$ cat config.mk
export PLATFORM = sky130hd
export DESIGN_NAME = debug_run_ctrl
export DESIGN_NICKNAME = d
export VERILOG_FILES = /design/src/rtl/debug_run_ctrl.sv
export SDC_FILE = /design/constraint.sdc
export NUM_CORES = 1
export LEC_CHECK = 0
export ABC_AREA = 1
export CORE_MARGIN = 1
export CORE_UTILIZATION = 44
export DETAILED_ROUTE_END_ITERATION = 10
export GPL_TIMING_DRIVEN = 1
export PLACE_DENSITY = 0.67
export SLEW_MARGIN = 30
export SYNTH_ARGS = -nofsm -noshare
export SYNTH_HDL_FRONTEND = slang
export SYNTH_SLANG_ARGS = --single-unit
$ cat constraint.sdc
create_clock -name clk -period 2.7 [get_ports clk]
set_input_delay 0.27 -clock clk [delete_from_list [all_inputs] [get_ports clk]]
set_output_delay 0.27 -clock clk [all_outputs]
set_load 0.02 [all_outputs]
$ cat src/rtl/debug_run_ctrl.sv
// rtl/debug_run_ctrl.sv - run/halt/single-step sequencer with breakpoints, debounced buttons and view address
module debug_run_ctrl #(
    parameter int          ADDR_W       = 8,
    parameter int          NUM_BP       = 2,
    parameter int          DEBOUNCE_CYC = 16,
    parameter logic [3:0]  FETCH_STATE  = 4'd0,
    localparam int         BP_SEL_W     = (NUM_BP > 1) ? $clog2(NUM_BP) : 1
) (
    input  logic                clk,
    input  logic                rst,
    input  logic                cont,
    input  logic                step,
    input  logic                inc,
    input  logic                dec,
    input  logic                bp_set,
    input  logic                bp_clr,
    input  logic [BP_SEL_W-1:0] bp_sel,
    input  logic [31:0]         pc,
    input  logic [3:0]          state_in,
    output logic                cpu_en,
    output logic [ADDR_W-1:0]   view_addr,
    output logic                halted,
    output logic                bp_hit,
    output logic [15:0]         led
);

    localparam int NIN   = 6;
    localparam int CNT_W = (DEBOUNCE_CYC > 1) ? $clog2(DEBOUNCE_CYC) : 1;

    // Input order: 0 cont, 1 step, 2 inc, 3 dec, 4 bp_set, 5 bp_clr
    logic [NIN-1:0] raw, sync1, sync2, lvl;
    logic [NIN-1:1] lvl_q, pulse;
    logic [CNT_W-1:0] cnt [NIN];

    logic cont_lvl, step_p, inc_p, dec_p, set_p, clr_p;

    typedef enum logic [1:0] {S_HALT, S_RUN, S_STEP, S_DRAIN} state_t;
    state_t state, state_next;

    logic at_fetch, bp_match, bp_break, skip, en_seen;
    logic [ADDR_W-1:0] bp_addr [NUM_BP];
    logic [NUM_BP-1:0] bp_valid;
    logic unused_pc;

    assign raw       = {bp_clr, bp_set, dec, inc, step, cont};
    assign pulse     = lvl[NIN-1:1] & ~lvl_q;
    assign cont_lvl  = lvl[0];
    assign step_p    = pulse[1];
    assign inc_p     = pulse[2];
    assign dec_p     = pulse[3];
    assign set_p     = pulse[4];
    assign clr_p     = pulse[5];
    assign at_fetch  = (state_in == FETCH_STATE);
    assign halted    = (state == S_HALT);
    assign unused_pc = ^{pc[31:10], pc[1:0]};

    // Two-flop synchroniser for the asynchronous board inputs
    always_ff @(posedge clk) begin
        if (rst) begin
            sync1 <= '0;
            sync2 <= '0;
        end else begin
            sync1 <= raw;
            sync2 <= sync1;
        end
    end

    // Debounce: a level only follows its input after DEBOUNCE_CYC consecutive differing cycles
    always_ff @(posedge clk) begin
        if (rst) begin
            lvl   <= '0;
            lvl_q <= '0;
            for (int i = 0; i < NIN; i++) cnt[i] <= '0;
        end else begin
            lvl_q <= lvl[NIN-1:1];
            for (int i = 0; i < NIN; i++) begin
                if (sync2[i] == lvl[i]) begin
                    cnt[i] <= '0;
                end else if (cnt[i] == CNT_W'(DEBOUNCE_CYC - 1)) begin
                    lvl[i] <= sync2[i];
                    cnt[i] <= '0;
                end else begin
                    cnt[i] <= cnt[i] + 1'b1;
                end
            end
        end
    end

    // Any valid breakpoint matching the current instruction word address
    always_comb begin
        bp_match = 1'b0;
        for (int i = 0; i < NUM_BP; i++) begin
            if (bp_valid[i] && (bp_addr[i] == pc[ADDR_W+1:2])) bp_match = 1'b1;
        end
    end

    // A breakpoint is only honoured on a fetch, and never on the fetch we resumed from
    assign bp_break = (state == S_RUN) && cont_lvl && at_fetch && !skip && bp_match;

    // Next-state logic; DRAIN with the enable already low means it was entered on the boundary
    always_comb begin
        state_next = state;
        case (state)
            S_HALT: begin
                if (step_p)                    state_next = S_STEP;
                else if (cont_lvl && !bp_hit)  state_next = S_RUN;
            end
            S_RUN: begin
                if (!cont_lvl || bp_break)     state_next = S_DRAIN;
            end
            S_STEP: begin
                if (en_seen && at_fetch)       state_next = S_HALT;
            end
            S_DRAIN: begin
                if (at_fetch || !cpu_en)       state_next = S_HALT;
            end
            default:                           state_next = S_HALT;
        endcase
    end

    // State register, registered CPU enable and run bookkeeping flags
    always_ff @(posedge clk) begin
        if (rst) begin
            state   <= S_HALT;
            cpu_en  <= 1'b0;
            bp_hit  <= 1'b0;
            skip    <= 1'b0;
            en_seen <= 1'b0;
        end else begin
            state  <= state_next;
            // Enable stops right after the fetch cycle that ends a run or step
            cpu_en <= (state_next == S_RUN) || (state_next == S_STEP) ||
                      ((state_next == S_DRAIN) && !at_fetch);

            if ((state == S_HALT) && (state_next == S_RUN))
                skip <= 1'b1;
            else if ((state == S_RUN) && !at_fetch)
                skip <= 1'b0;

            if ((state != S_STEP) && (state_next == S_STEP))
                en_seen <= 1'b0;
            else if ((state == S_STEP) && cpu_en)
                en_seen <= 1'b1;

            if ((state == S_HALT) && step_p)
                bp_hit <= 1'b0;
            else if (!cont_lvl)
                bp_hit <= 1'b0;
            else if (bp_break)
                bp_hit <= 1'b1;
        end
    end

    // View address moves on inc/dec pulses and wraps; simultaneous pulses cancel
    always_ff @(posedge clk) begin
        if (rst) begin
            view_addr <= '0;
        end else if (inc_p && !dec_p) begin
            view_addr <= view_addr + 1'b1;
        end else if (dec_p && !inc_p) begin
            view_addr <= view_addr - 1'b1;
        end
    end

    // Breakpoint table; clear beats a simultaneous set, out-of-range slots are ignored
    always_ff @(posedge clk) begin
        if (rst) begin
            bp_valid <= '0;
            for (int i = 0; i < NUM_BP; i++) bp_addr[i] <= '0;
        end else if (clr_p) begin
            bp_valid <= '0;
        end else if (set_p && (int'(bp_sel) < NUM_BP)) begin
            bp_addr[bp_sel]  <= view_addr;
            bp_valid[bp_sel] <= 1'b1;
        end
    end

    // Registered status LEDs
    always_ff @(posedge clk) begin
        if (rst) begin
            led <= '0;
        end else begin
            led <= {state == S_RUN, state == S_HALT, bp_hit, state == S_STEP, state_in, pc[9:2]};
        end
    end

endmodule

==> results_dict.tcl <==
set metrics [dict create \
    yosysWarnings 0 \
    placed_cell_area_um2 4800 \
    cp-end-kind "register" \
    rows 35 \
    drt_first_pass_iters 4 \
    fmax_mhz 415 \
    finalClockSkew_ns 0.0121 \
    synth.area.top_cells "edfxtp_1, dfxtp_1, nor2_1" \
    p_leak_uw 0.00223 \
    rsz0062_at_grt "false" \
    vias 2991 \
    holdBufCountCts 0 \
    path_class "register to register" \
    r2r_end "view_addr[6]" \
    crit_start "lvl[3]" \
    first_global_vias 2844 \
    viasPerCell 4.56 \
    ctsLongestPathBuffers 2 \
    clock_sinks 95 \
    io_pins 72 \
    die_area_um2 9790 \
    grt-ovfl-total 0 \
    antenna_found_initial 0 \
    n_fill_cell 864 \
    h-tree-depth 3 \
    hp-class "register to register" \
    finalNetCount 602 \
    max_cap_viol_count 0 \
    area_growth_pct 20.4 \
    cts_buffers 9 \
    crit_fanout 7 \
    critPathRequiredTime_ns 2.94 \
    power_density_nw_per_um2 552 \
    reg2reg_slack_ns 0.29 \
    synth_area_um2 4140 \
    grt_max_degree 44 \
    diodes 0 \
    ctsResizeCount 0 \
    multi_input_area_um2 1560 \
    peakVddDrop_mv 0.224 \
    min_period_ns 2.41 \
    ys_ff_latch 95 \
    cp-endpoint "view_addr[6]" \
    drt-initial-drc-count 96 \
    initial_core_util_pct 45.2 \
    design.core.area_um2 9150 \
    yosysTopAreaCell "edfxtp_1" \
    die_h_um 99.0 \
    r2r_cells 13 \
    hold_viol_final 0 \
    outcome "complete, no violations" \
    clk_latency_ns 0.35 \
    io_buffers 47 \
    mostFrequentLayoutCell "nor2_1" \
    grt_use_total_pct 15.3 \
    ctsRootBufferMaster "clkbuf_8" \
    postCtsSetupBuffers 0 \
    synth_area_per_cell_um2 8.88 \
    layout-drive-gt1-share_pct 6.24 \
    grt_pass1_wl_mm 12.0 \
    yosysSeqAreaShare_pct 55.7 \
    crit_path_start_kind "register" \
    route.detailed.drc 0 \
    finalSetupTns_ns 0 \
    dp_hpwl_mm 5.05 \
    slew_viol_final 0 \
    gp_congestion 0.833 \
    wl_per_cell_um 10.4 \
    antenna_left 0 \
    cts_tree "done" \
    wirelength_mm 6.85 \
    clkTransAtPathRegs_ns 0.09 \
    postLayoutCellArea_um2 4980 \
    synth_cells 466 \
    die_width_um 99.0 \
    cp.arrival_ns 2.65 \
    seqCellArea_um2 2300 \
    synth_top_area_share_pct 29.0 \
    r2r_start "lvl[3]" \
    setup_viol 0 \
    final_cell_mix "nor2_1, inv_1, nand2_1, dfxtp_1, clkdlybuf4s50_1" \
    synth_cell_types 34 \
    fin_crit_sh_pct 89.2 \
]
## synthesized netlist by cell type, drive strengths merged
cell type and n:
o21ai 23, fa 1, nand3 16, a21oi 27
clkbuf 7, nor2 93, ha 16, dfxtp 55
nand4 4, inv 86, nor3 6, o221ai 1
or2 2, conb 1, buf 1, nor4 1
o22ai 1, a21o 1, xor2 16, nand3b 1
xnor2 2, a32o 1, nand2 63, a221oi 1
edfxtp 40
## metrics by stage
| stage | std cells | util [%] | setup slack (ns) | hold slack (ns) | total power, uW |
|---|---|---|---|---|---|
| after floorplan | 489 | - | 0.580 | 0.377 | 1820 |
| after global placement | 640 | 52.5 | 0.397 | 0.391 | 1940 |
| after detailed placement | 640 | 52.5 | 0.313 | 0.392 | 1950 |
| after CTS | 656 | 54.4 | 0.271 | 0.404 | 2780 |
| after global routing | 656 | 54.4 | 0.0470 | 0.418 | 2880 |
| final | 656 | 54.4 | 0.291 | 0.405 | 2750 |
## area by class of cell
type / instances / share of cell area (%)
clock buffers: 11 / 2.64
flip-flops and latches: 95 / 46.2
clock inverters: 5 / 0.854
inverters: 86 / 6.48
repair buffers: 48 / 9.60
multi-input cells: 300 / 31.4
well taps: 111 / 2.79
## sequential cells by signal (all words and copies together), names as in the netlist, 2 cells and up
name and flops:
cnt 24, bp_addr 16, led 16, view_addr 8, lvl 6, sync1 6
sync2 6, lvl_q 5, bp_valid 2, state 2
## routing by layer
layer / track usage (%) / part of all wire [%] / up-vias
li1: - / - / 1588
met1: 18.5 / 47 / 1333
met2: 26.4 / 48 / 59
met3: 2.98 / 3.9 / 11
met4: 6.89 / 1.5 / 0
met5: 0 / 0 / -
## cell families (layout without fill, tap and decap cells)
| kind of cell | Yosys count | after routing | synth area share, % |
|---|---|---|---|
| compound gates | 55 | 55 | 7.14 |
| flops | 95 | 95 | 55.7 |
| other cells | 1 | 24 | 0.0907 |
| fa+ha+maj | 17 | 17 | 5.32 |
| simple gates | 186 | 186 | 19.3 |
| xor+xnor | 18 | 18 | 3.81 |
| buf+inv | 94 | 150 | 8.65 |
## critical path: stages, from the launching register on
cell	delay, ns
dfxtp_1	0.36
inv_1	0.08
or2_2	0.29
ha_1	0.21
inv_1	0.21
ha_1	0.33
a21oi_1	0.16
nand2_1	0.09
a21oi_1	0.14
nor2_1	0.05
nor2_1	0.13
xnor2_1	0.09
o21ai_1	0.12
inv_1	0.05
## worst min-delay path by stage
stage	startpoint	to	cells past startpoint	slack, ns
final	sync1[4]	sync2[4]	2	0.41
after global placement	sync1[0]	sync2[0]	2	0.39
after CTS	sync1[4]	sync2[4]	2	0.40
after floorplan	state_in[2]	led[10]	2	0.38
after global routing	cont	sync1[0]	3	0.42
after detailed placement	sync1[4]	sync2[4]	2	0.39
## power breakdown
| group | internal (uW) | total [uW] | switching (uW) |
|---|---|---|---|
| Sequential | 1560 | 1600 | 38.9 |
| Combinational | 138 | 319 | 181 |
| Clock | 344 | 830 | 486 |
| Total | 2040 | 2750 | 706 |
(Power assumes the default switching activity.)
